<file path="config.mk">
export PLATFORM = sky130hd
export DESIGN_NAME = pwm_multi_gen
export DESIGN_NICKNAME = d
export VERILOG_FILES = /design/src/rtl/pwm_pkg.sv /design/src/rtl/pwm_compare_ch.sv /design/src/rtl/pwm_multi_gen.sv
export SDC_FILE = /design/constraint.sdc
export NUM_CORES = 1
export LEC_CHECK = 0
export BUFFER_PORTS_ARGS = -buffer_cell sky130_fd_sc_hd__buf_4
export CORE_MARGIN = 5
export CORE_UTILIZATION = 53
export DETAILED_ROUTE_END_ITERATION = 8
export GPL_ROUTABILITY_DRIVEN = 0
export PLACE_DENSITY_LB_ADDON = 0.08
export SLEW_MARGIN = 0
export SYNTH_ARGS = -nofsm -noshare
export SYNTH_HDL_FRONTEND = slang
export SYNTH_SLANG_ARGS = --single-unit
</file>
<file path="constraint.sdc">
create_clock -name clk -period 2.4 [get_ports clk]
set_input_delay 0.24 -clock clk [delete_from_list [all_inputs] [get_ports clk]]
set_output_delay 0.24 -clock clk [all_outputs]
set_load 0.1 [all_outputs]
</file>
<file path="src/rtl/pwm_pkg.sv">
// rtl/pwm_pkg.sv - shared types for the multi-channel PWM generator
//
// Provides the counting-mode enum and a default-sized configuration record
// used by the shadow/active register pair.
package pwm_pkg;

    typedef enum logic {
        PWM_EDGE   = 1'b0,
        PWM_CENTER = 1'b1
    } pwm_mode_e;

    localparam int PWM_DEF_CH = 4;
    localparam int PWM_DEF_W  = 8;

    // Configuration record at the default channel count and width.
    typedef struct packed {
        pwm_mode_e                          mode;
        logic [PWM_DEF_W-1:0]               period;
        logic [PWM_DEF_CH*PWM_DEF_W-1:0]    duty;
    } pwm_cfg_t;

endpackage

</file>
<file path="src/rtl/pwm_compare_ch.sv">
// rtl/pwm_compare_ch.sv - registered per-channel duty comparator
//
// Ports:
//   clk, rst_n : clock, asynchronous active-low reset
//   en         : run enable; low forces the output low
//   cnt        : shared timebase value
//   duty       : active duty threshold for this channel
//   pwm_out    : registered (en && cnt < duty)
module pwm_compare_ch
    import pwm_pkg::*;
#(
    parameter int W = 8
) (
    input  logic         clk,
    input  logic         rst_n,
    input  logic         en,
    input  logic [W-1:0] cnt,
    input  logic [W-1:0] duty,
    output logic         pwm_out
);

    always_ff @(posedge clk or negedge rst_n) begin
        if (!rst_n) begin
            pwm_out <= 1'b0;
        end else begin
            pwm_out <= en && (cnt < duty);
        end
    end

endmodule

</file>
<file path="src/rtl/pwm_multi_gen.sv">
// rtl/pwm_multi_gen.sv - multi-channel PWM with shadowed, boundary-applied config
//
// Ports:
//   clk, rst_n    : clock, asynchronous active-low reset
//   en            : run enable; low holds cnt at 0 and forces outputs low
//   cfg_valid     : configuration offered
//   cfg_ready     : shadow register free (inverse of cfg_pending)
//   cfg_mode      : 0 = edge-aligned, 1 = centre-aligned
//   cfg_period    : terminal count P
//   cfg_duty      : packed duties, channel i at [i*W +: W]
//   cfg_pending   : shadow holds a config not yet applied
//   pwm_out       : PWM outputs, one per channel
//   period_start  : one-cycle pulse on the first output cycle of each period
module pwm_multi_gen
    import pwm_pkg::*;
#(
    parameter int CH = 4,
    parameter int W  = 8
) (
    input  logic            clk,
    input  logic            rst_n,
    input  logic            en,
    input  logic            cfg_valid,
    output logic            cfg_ready,
    input  logic            cfg_mode,
    input  logic [W-1:0]    cfg_period,
    input  logic [CH*W-1:0] cfg_duty,
    output logic            cfg_pending,
    output logic [CH-1:0]   pwm_out,
    output logic            period_start
);

    // Sized locally so non-default CH/W instances stay consistent.
    typedef struct packed {
        pwm_mode_e          mode;
        logic [W-1:0]       period;
        logic [CH*W-1:0]    duty;
    } cfg_t;

    // Direction FSM. DOWN covers cnt = P down to 1 in centre mode, so the
    // top count is entered already facing downward.
    localparam logic [0:0] ST_UP   = 1'b0;
    localparam logic [0:0] ST_DOWN = 1'b1;

    logic [W-1:0] cnt;
    logic [W-1:0] cnt_nxt;
    logic [W-1:0] cnt_inc;
    logic [0:0]   dir;
    logic [0:0]   dir_nxt;
    logic         boundary;
    logic         apply;
    logic         accept;
    cfg_t         act_cfg;
    cfg_t         shadow_cfg;

    assign cfg_ready = !cfg_pending;
    assign accept    = cfg_valid && !cfg_pending;
    assign cnt_inc   = cnt + 1'b1;

    // With the enable low there is no period to protect, so a pending
    // config is taken straight away.
    assign apply = cfg_pending && (boundary || !en);

    always_comb begin
        cnt_nxt  = cnt;
        dir_nxt  = dir;
        boundary = 1'b0;
        if (!en) begin
            cnt_nxt = '0;
            dir_nxt = ST_UP;
        end else if (act_cfg.mode == PWM_EDGE) begin
            dir_nxt = ST_UP;
            if (cnt == act_cfg.period) begin
                boundary = 1'b1;
                cnt_nxt  = '0;
            end else begin
                cnt_nxt = cnt_inc;
            end
        end else if (act_cfg.period == '0) begin
            // Degenerate centre period: cnt pinned at 0, every cycle a boundary.
            boundary = 1'b1;
            cnt_nxt  = '0;
            dir_nxt  = ST_UP;
        end else if (dir == ST_UP) begin
            cnt_nxt = cnt_inc;
            dir_nxt = (cnt_inc == act_cfg.period) ? ST_DOWN : ST_UP;
        end else begin
            if (cnt == W'(1)) begin
                boundary = 1'b1;
                cnt_nxt  = '0;
                dir_nxt  = ST_UP;
            end else begin
                cnt_nxt = cnt - 1'b1;
            end
        end

        if (apply) begin
            cnt_nxt = '0;
            dir_nxt = ST_UP;
        end
    end

    always_ff @(posedge clk or negedge rst_n) begin
        if (!rst_n) begin
            cnt          <= '0;
            dir          <= ST_UP;
            act_cfg      <= '0;
            shadow_cfg   <= '0;
            cfg_pending  <= 1'b0;
            period_start <= 1'b0;
        end else begin
            cnt          <= cnt_nxt;
            dir          <= dir_nxt;
            // cnt is 0 only on the first cycle of a period in either mode.
            period_start <= en && (cnt == '0);
            // accept requires !cfg_pending and apply requires cfg_pending,
            // so a config taken at a boundary waits for the next one.
            if (apply) begin
                act_cfg     <= shadow_cfg;
                cfg_pending <= 1'b0;
            end else if (accept) begin
                shadow_cfg.mode   <= pwm_mode_e'(cfg_mode);
                shadow_cfg.period <= cfg_period;
                shadow_cfg.duty   <= cfg_duty;
                cfg_pending       <= 1'b1;
            end
        end
    end

    for (genvar i = 0; i < CH; i++) begin : g_ch
        pwm_compare_ch #(
            .W(W)
        ) u_cmp (
            .clk     (clk),
            .rst_n   (rst_n),
            .en      (en),
            .cnt     (cnt),
            .duty    (act_cfg.duty[i*W +: W]),
            .pwm_out (pwm_out[i])
        );
    end

endmodule

</file>
==> results_dict.tcl, run 1 <==
set metrics [dict create \
    synth_area_sq_um 5050 \
    p_leak_nw 2.95 \
    yosys_most_used_dff "dfrtp_1" \
    avgViaCountPerCell 5.33 \
    pin_count 52 \
    synth_nets 473 \
    area_growth_pct 15.1 \
    io_buffers 51 \
    clock_skew_ns 0.0131 \
    die-width_um 108 \
    power_w 0.00563 \
    clock-sinks 97 \
    clockBufferDepth 2 \
    h-tree-depth 3 \
    totalWireLength_um 9540 \
    drc 0 \
    die_h_um 108 \
    worst_pin_slew_ns 0.767 \
    final_hold_viol_count 0 \
    critPathRequiredTime_ns 2.67 \
    clk_pin_slew_ns 0.10 \
    start_util_pct 54.6 \
    status "finished, final reports clean" \
    post_cts_resized 0 \
    finalSetupTns_ns 0 \
    fin_ws_ns 0.0725 \
    clk_latency_ns 0.37 \
    finalCritPeriodShare_pct 97.0 \
    drt-wirelength-per-cell_um 16.1 \
    ir_worst_vdd_mv 0.576 \
    fin_crit_ns 2.33 \
    yosys_warnings 0 \
    hold_class "input pin to flip-flop" \
    nets 535 \
    ant_nets 0 \
    dieArea_sq_um 11600 \
    max_freq_ghz 0.430 \
    setup_violations 0 \
    crit_arrival_ns 2.59 \
    antenna_found_initial 0 \
    endpoint_kind "flip-flop" \
    path_class "flip-flop to flip-flop" \
    synth_edf_count 0 \
    synthDistinctLibCells 47 \
    drive_gt1_share_pct 36.6 \
    synth_top_area_cell "dfrtp_1" \
    grtUsageTotal_pct 17.9 \
    cts-root-buf "clkbuf_8" \
    core_sq_um 9240 \
    dpl.hpwl_um 6860 \
    async_flop_share_pct 100 \
    synth.top_cell.area_share_pct 48.1 \
    maxCapViolations 0 \
    min_path_cells 2 \
    dpl.cell_count 576 \
    diodes 0 \
    grt_max_degree 59 \
    slew_violations 0 \
    cp_max_fo 16 \
    syn_inst 397 \
    power_density_nw_per_um2 970 \
    via_count 3163 \
    drtPass1Iterations 4 \
    place_ws_ns 0.115 \
    synthesis.area_per_instance_sq_um 12.7 \
    startpoint_type "flip-flop" \
    rows 35 \
    cts_tree "yes" \
    seq_area_frac_synth_pct 48.1 \
    synth_seq_cells 97 \
    finalNonFillerCells 593 \
    cts_inserted_buffers 9 \
    slew_headroom_pct 48.9 \
    drt-initial-drc-count 121 \
    rsz0062_at_grt "false" \
    grt_pass1_wl_um 16200 \
    grt_pass1_vias 3303 \
    reg2reg_depth 7 \
    grt_overflow_total 0 \
    finalCoreUtilization_pct 62.8 \
    synth.area.top_cells "dfrtp_1 48%, mux2_4 12%, mux2_2 9.1%" \
]
==> power breakdown <==
part	total (W)	switching (W)	internal, W
Clock	0.00101	0.000606	0.000405
Sequential	0.00261	0.000396	0.00221
Combinational	0.00202	0.000885	0.00113
==> worst max-delay path, stage by stage, from the launching register on <==
cell and delay, ns:
dfrtp_1 0.46, or4_1 0.55, nor2_1 0.22, a21o_1 0.13, a21oi_2 0.11, nand2b_4 0.18
buf_4 0.24, mux2_1 0.33
==> layer usage <==
layer  vias to the layer above  global-route usage [%]  part of all wire (%)
met4                         0                    6.49                   1.7
met2                        83                    28.5                    47
met3                        16                    4.32                   5.3
met5                         -                       0                     0
li1                       1501                       -                     -
met1                      1563                    23.9                    46
==> area by class of cell <==
cell class              count  area, sq um
clock inverters             6         57.6
flip-flops and latches     97         2430
multi-input cells         244         2320
inverters                  36          135
repair buffers             71          573
well taps                 129          161
clock buffers              10          128
fillers                   759         3430
==> what timing repair did <==
action                                 in CTS  in global routing
hold buffers                                1                  0
setup buffers                               0                  0
endpoints found under the hold margin      57                  0
==> synth_stat cells, types with 2 or more instances <==
cell type,count
a211oi_1,7
a21o_1,11
a311oi_1,2
and2_1,7
and3_1,3
buf_12,3
buf_4,4
buf_6,2
clkbuf_1,8
dfrtp_1,97
ha_1,31
inv_1,36
mux2_1,2
mux2_2,41
mux2_4,39
nand2_1,9
nand2b_1,4
nand3_1,9
nand4b_1,2
nor2_1,17
nor2b_1,7
nor4_1,2
o211ai_1,4
o21ai_0,10
or4_1,3
xnor2_1,11
xor2_1,6
==> flip-flops by register name, indices dropped and copies added (netlist names) <==
| name | count |
|---|---|
| g_ch.u_cmp.pwm_out | 4 |
| cfg_pending | 1 |
| dir | 1 |
| cnt | 8 |
| shadow_cfg | 41 |
| act_cfg | 41 |
| period_start | 1 |
==> kinds of logic (layout without fill, tap and decap cells) <==
logic type	after synthesis	count (layout)	share of synthesized area (%)
compound gates	45	45	6.55
xor+xnor	17	17	2.95
flops	97	97	48.1
buf+inv	56	123	5.98
fa+ha+maj	31	31	7.69
mux	83	83	21.4
simple gates	68	68	7.34
==> stage by stage <==
| step | hold slack, ns | cell area, sq um |
|---|---|---|
| 4_1_cts | 0.0680 | 5810 |
| 6_report | 0.0903 | 5810 |
| 5_1_grt | 0.0620 | 5810 |
| 2_1_floorplan | -0.0556 | 5050 |
| 3_3_place_gp | 0.350 | 5610 |
| 3_5_place_dp | 0.360 | 5610 |
==> worst paths after layout <==
check                                 end  slack, ns           start
max in group asynchronous  shadow_cfg[24]       1.26           rst_n
min reg2reg                   act_cfg[31]       0.49  shadow_cfg[31]
min in group asynchronous          cnt[7]       0.48           rst_n
min                        shadow_cfg[35]       0.09   cfg_period[3]
max                           act_cfg[31]       0.07     act_cfg[34]
max reg2reg                   act_cfg[31]       0.07     act_cfg[34]
==> cell usage in the layout, fill, tap and decap left out, types with 2 or more instances in the layout <==
| cell type | synthesis | layout |
|---|---|---|
| nor2b_1 | 7 | 6 |
| o211ai_1 | 4 | 4 |
| nand2_1 | 9 | 9 |
| ha_1 | 31 | 31 |
| and3_1 | 3 | 3 |
| mux2_1 | 2 | 2 |
| inv_1 | 36 | 36 |
| or4_1 | 3 | 3 |
| nor2_1 | 17 | 17 |
| nand3_1 | 9 | 9 |
| nand2b_1 | 4 | 4 |
| inv_6 | 0 | 3 |
| xnor2_1 | 11 | 11 |
| xor2_1 | 6 | 6 |
| and2_1 | 7 | 7 |
| dfrtp_1 | 97 | 97 |
| mux2_4 | 39 | 39 |
| clkbuf_8 | 0 | 9 |
| o21ai_0 | 10 | 10 |
| a21o_1 | 11 | 11 |
| a311oi_1 | 2 | 2 |
| nand4b_1 | 2 | 2 |
| buf_4 | 4 | 67 |
| buf_12 | 3 | 3 |
| a211oi_1 | 7 | 7 |
| mux2_2 | 41 | 41 |
| nor4_1 | 2 | 2 |
| inv_8 | 0 | 2 |
Power figures use the tool's default switching activity.
==> run 2: changes to the inputs <==
--- a/config.mk
+++ b/config.mk
@@ -7,11 +7,13 @@
 export LEC_CHECK = 0
 export BUFFER_PORTS_ARGS = -buffer_cell sky130_fd_sc_hd__buf_4
 export CORE_MARGIN = 5
-export CORE_UTILIZATION = 53
+export CORE_UTILIZATION = 45
+export CTS_CLUSTER_DIAMETER = 40
 export DETAILED_ROUTE_END_ITERATION = 8
 export GPL_ROUTABILITY_DRIVEN = 0
 export PLACE_DENSITY_LB_ADDON = 0.08
 export SLEW_MARGIN = 0
 export SYNTH_ARGS = -nofsm -noshare
 export SYNTH_HDL_FRONTEND = slang
+export SYNTH_HIERARCHICAL = 1
 export SYNTH_SLANG_ARGS = --single-unit
==> results_dict.tcl, run 2 <==
set metrics [dict create \
    clk_latency_ns 0.38 \
    worstSetupEndpoint "act_cfg[13]" \
    power_density_nw_per_um2 968 \
    synth_seq_cells 97 \
    grtUsageTotal_pct 16.1 \
    start_util_pct 45.8 \
    pin_count 52 \
    endpoint_kind "flip-flop" \
    grt_max_degree 50 \
    crit_path_start "act_cfg[35]" \
    most-common-layout-cells "96 x dfrtp_1, 62 x buf_4, 42 x mux2_2" \
    p_leak_nw 2.80 \
    yosys.area_share.simple_pct 7.47 \
    layout.cells.most_common "dfrtp_1" \
    maxCapViolations 0 \
    core_sq_um 10800 \
    clock-sinks 97 \
    synth_nets 463 \
    critPathRequiredTime_ns 2.66 \
    totalWireLength_um 9560 \
    synth_xor_area_share_pct 3.01 \
    yosys_warnings 6 \
    synth_area_sq_um 4940 \
    dpl.cell_count 579 \
    slew_violations 0 \
    ant_nets 0 \
    fin_crit_ns 2.17 \
    post_cts_resized 0 \
    dpl.hpwl_um 6890 \
    cp_max_fo 26 \
    max_freq_ghz 0.461 \
    clk_pin_slew_ns 0.11 \
    synth.top_cell.area_share_pct 49.1 \
    post_cts_buffers 0 \
    synth.area.top_cells "dfrtp_1 49%, mux2_4 12%, mux2_2 9.6%" \
    startpoint_type "flip-flop" \
    worst_pin_slew_ns 0.428 \
    grt_pass1_wl_um 16300 \
    diodes 0 \
    finalCoreUtilization_pct 53.8 \
    synth_top_area_cell "dfrtp_1" \
    avgViaCountPerCell 5.17 \
    async_flop_share_pct 100 \
    crit_arrival_ns 2.43 \
    hold_class "input pin to flip-flop" \
    drc 0 \
    path_class "flip-flop to flip-flop" \
    status "finished, final reports clean" \
    antenna_found_initial 0 \
    slew_headroom_pct 71.5 \
    synthesis.area_per_instance_sq_um 12.8 \
    grt_overflow_total 0 \
    clockBufferDepth 2 \
    die_h_um 115 \
    die-width_um 115 \
    reg2reg_depth 6 \
    cts_inserted_buffers 9 \
    synth_fa_ha_area_share_pct 7.85 \
    rr_startpoint "act_cfg[35]" \
    synthDistinctLibCells 43 \
    synth_edf_count 0 \
    syn_inst 387 \
    netlist_top_cells_count "97 x dfrtp_1, 42 x mux2_2, 40 x mux2_4" \
    io_buffers 51 \
    cts_tree "yes" \
    drt-wirelength-per-cell_um 16.0 \
    drtPass1Iterations 4 \
    rr_endpoint "act_cfg[13]" \
    dieArea_sq_um 13200 \
    synth_compound_area_share_pct 6.41 \
    h-tree-depth 3 \
    area_growth_pct 17.6 \
    drt-initial-drc-count 169 \
    clock_skew_ns 0.0156 \
    synth_top_family_by_area "multiplexers" \
    seq_area_frac_synth_pct 49.1 \
    finalSetupTns_ns 0 \
    synthMuxAreaShare_pct 21.9 \
    setup_violations 0 \
    grt_pass1_vias 3321 \
    synth.most_common_cell "dfrtp_1" \
    via_count 3080 \
    top_regs "act_cfg (41), shadow_cfg (41), cnt (8)" \
    rsz0062_at_grt "false" \
    min_path_cells 2 \
    nets 527 \
    rows 38 \
    ir_worst_vdd_mv 0.498 \
    final_hold_viol_count 0 \
    cts-root-buf "clkbuf_8" \
    drive_gt1_share_pct 38.6 \
    yosys_most_used_dff "dfrtp_1" \
    ff2ff_setup_slack_ns 0.23 \
    finalCritPeriodShare_pct 90.4 \
    finalNonFillerCells 596 \
]
[run 2: changes by cell type after synthesis, moves of 5 or more]
| cell | previous run | this run |
|---|---|---|
| a211oi_2 | 0 | 5 |
| a21oi_1 | 1 | 9 |
| and2_1 | 7 | 1 |
| nand3_1 | 9 | 3 |
| o21ai_1 | 0 | 5 |
| nand4_1 | 0 | 7 |
| a21o_1 | 11 | 0 |
[run 2: area by class of cell]
type	instances	area, sq um
fillers	947	4980
clock buffers	12	165
inverters	33	128
clock inverters	4	33.8
repair buffers	67	556
multi-input cells	243	2320
flip-flops and latches	97	2430
well taps	140	175
[run 2: worst min-delay path by stage]
stage	start	endpoint	slack (ns)
floorplan	rst_n	act_cfg[0]	-0.06
global placement	rst_n	shadow_cfg[37]	0.13
detailed placement	rst_n	shadow_cfg[36]	0.13
CTS	cfg_duty[20]	shadow_cfg[20]	0.05
global route	cfg_duty[20]	shadow_cfg[20]	0.05
finish	cfg_duty[20]	shadow_cfg[20]	0.08
[run 2: metrics by stage]
step / worst slack, ns / hold WS [ns] / power (W) / area, sq um
after detailed placement: 0.222 / 0.127 / 0.00463 / 5600
after global routing: 0.106 / 0.0453 / 0.00603 / 5810
final: 0.230 / 0.0758 / 0.00562 / 5810
after floorplan: 0.176 / -0.0556 / 0.00409 / 4950
after global placement: 0.265 / 0.127 / 0.00455 / 5600
after CTS: 0.229 / 0.0499 / 0.00571 / 5810
[run 2: kinds of logic after synthesis]
| family | after synthesis |
|---|---|
| compound gates | 44 |
| flops | 97 |
| simple gates | 68 |
| mux | 83 |
| buf+inv | 47 |
| fa+ha+maj | 31 |
| xor+xnor | 17 |
[run 2: worst max-delay path, cell delays in order (launching register included)]
cell and delay, ns:
dfrtp_1 0.45, xor2_1 0.17, or4_4 0.53, o31ai_4 0.26, a21oi_4 0.12, buf_12 0.19, mux2_4 0.31
[run 2: where the power goes]
group | total [W] | leakage (nW) | internal, W | switching (W)
Combinational | 0.00198 | 1.54 | 0.00113 | 0.000847
Sequential | 0.00259 | 1.15 | 0.00220 | 0.000384
Clock | 0.00106 | 0.0996 | 0.000471 | 0.000586
[run 2: repair_timing]
item,CTS,global route
endpoints found under the setup margin,0,0
hold endpoints to repair,15,0
hold buffers,1,0
[run 2: routing by layer]
| metal | part of all wire (%) | vias up | global-route usage [%] |
|---|---|---|---|
| li1 | - | 1483 | - |
| met1 | 43 | 1518 | 19.9 |
| met2 | 50 | 64 | 27.1 |
| met3 | 4.8 | 15 | 4.84 |
| met4 | 1.6 | 0 | 5.32 |
| met5 | 0 | - | 0 |
==> run 3: changes to the inputs <==
==> constraint.sdc (replaced) <==
create_clock -name clk -period 1.9 [get_ports clk]
set_input_delay 0.19 -clock clk [delete_from_list [all_inputs] [get_ports clk]]
set_output_delay 0.19 -clock clk [all_outputs]
set_load 0.1 [all_outputs]
==> results_dict.tcl, run 3 (synthesized netlist as in run 2, its figures left out) <==
set metrics [dict create \
    status "complete, but fails checks" \
    violations "setup timing" \
    via_count 3196 \
    ir_worst_vdd_mv 0.684 \
    clock_skew_ns 0.0128 \
    place_ws_ns -0.199 \
    dieArea_sq_um 13200 \
    h-tree-depth 3 \
    endpoint_kind "flip-flop" \
    power_w 0.00772 \
    final_hold_viol_count 0 \
    max_freq_ghz 0.469 \
    fill_cells 926 \
    rsz0062_at_grt "true" \
    cts-root-buf "clkbuf_8" \
    ant_nets 0 \
    finalCritPeriodShare_pct 112 \
    layout.cells.most_common "dfrtp_1" \
    die-width_um 115 \
    clk_latency_ns 0.36 \
    fin_ws_ns -0.233 \
    grt_overflow_total 0 \
    grtUsageTotal_pct 16.5 \
    antenna_found_initial 0 \
    power_density_nw_per_um2 1260 \
    io_buffers 51 \
    hold_class "input pin to flip-flop" \
    grt_pass1_vias 3404 \
    path_class "flip-flop to flip-flop" \
    area_growth_pct 24.1 \
    grt_max_degree 48 \
    crit_arrival_ns 2.38 \
    start_util_pct 45.8 \
    most-common-layout-cells "95 x dfrtp_1, 86 x buf_4, 42 x mux2_2" \
    cts_tree "yes" \
    dpl.hpwl_um 7330 \
    diodes 0 \
    drt-initial-drc-count 97 \
    maxCapViolations 0 \
    drtPass1Iterations 4 \
    pin_count 52 \
    cp_max_fo 8 \
    setup_violations 43 \
    startpoint_type "flip-flop" \
    fin_crit_ns 2.13 \
    slew_violations 0 \
    die_h_um 115 \
    critPathRequiredTime_ns 2.15 \
    final_cell_area_sq_um 6130 \
    top_regs "act_cfg (41), shadow_cfg (41), cnt (8)" \
    drive_gt1_share_pct 43.8 \
    totalWireLength_um 10100 \
    placed_area_sq_um 5790 \
    cts_inserted_buffers 9 \
    grt_pass1_wl_um 16900 \
    core_sq_um 10800 \
    finalNonFillerCells 622 \
    drc 0 \
    clk_pin_slew_ns 0.10 \
    drt-wirelength-per-cell_um 16.2 \
    dpl.cell_count 601 \
    slew_headroom_pct 72.4 \
    p_leak_nw 2.96 \
    rows 38 \
    clockBufferDepth 2 \
    clock-sinks 97 \
    nets 553 \
    avgViaCountPerCell 5.14 \
    worst_pin_slew_ns 0.413 \
]
==> run 3: cell types whose count changed in the layout (fill, tap and decap cells not counted), moves of 2 or more <==
cell	previous run	this run
nor2_1	20	15
nor2_4	0	2
inv_6	2	0
buf_4	62	86
bufinv_16	0	3
nor4_2	1	3
nor4_1	3	1
nor2_2	0	3
==> run 3: final timing paths <==
check	from	slack (ns)	endpoint	depth (start not counted)
max	cnt[3]	-0.23	act_cfg[17]	6
min	cfg_period[6]	0.05	shadow_cfg[38]	2
max reg2reg	cnt[3]	-0.23	act_cfg[17]	6
min reg2reg	shadow_cfg[9]	0.51	act_cfg[9]	1
max in group asynchronous	rst_n	0.97	g_ch[1].u_cmp/pwm_out	3
min in group asynchronous	rst_n	0.29	shadow_cfg[38]	2
==> run 3: area by class of cell <==
cell class / instances / area, sq um / area share (%)
repair buffers: 93 / 781 / 12.7
clock inverters: 4 / 98.8 / 1.61
inverters: 33 / 128 / 2.08
clock buffers: 12 / 155 / 2.53
multi-input cells: 243 / 2360 / 38.5
flip-flops and latches: 97 / 2430 / 39.7
well taps: 140 / 175 / 2.86
==> run 3: power by group <==
| part | total (W) | switching, W | internal, W |
|---|---|---|---|
| Sequential | 0.00327 | 0.000481 | 0.00279 |
| Clock | 0.00167 | 0.000717 | 0.000950 |
| Combinational | 0.00278 | 0.00114 | 0.00164 |
==> run 3: through the flow <==
stage          hold WS, ns  TNS [ns]  util [%]
2_1_floorplan       -0.106    -13.12         -
3_3_place_gp         0.149     -7.26      53.7
3_5_place_dp         0.153     -7.75      53.7
4_1_cts             0.0258     -8.18      56.1
5_1_grt             0.0298    -10.85      56.8
6_report            0.0490     -8.77      56.8
==> run 3: worst max-delay path, stage by stage (launching register included) <==
cell       delay (ns)
dfrtp_1          0.40
xor2_1           0.18
or4_4            0.53
o31ai_4          0.24
a21oi_4          0.16
clkbuf_16        0.21
mux2_4           0.29
==> run 3: what timing repair did <==
action / in CTS / in global routing
gates resized for setup: 1 / 11
hold endpoints to repair: 29 / 0
setup endpoints to repair: 49 / 50
buffers inserted: 2 / 2
hold buffers: 1 / 0
gates cloned: 0 / 1
pin swaps: 1 / 7
==> run 3: layer usage <==
| layer | GRT usage [%] | vias to the layer above | wire, um |
|---|---|---|---|
| met4 | 7.98 | 0 | 252 |
| met2 | 26.4 | 45 | 5010 |
| li1 | - | 1540 | - |
| met1 | 21.9 | 1593 | 4550 |
| met5 | 0 | - | 0 |
| met3 | 2.58 | 18 | 260 |
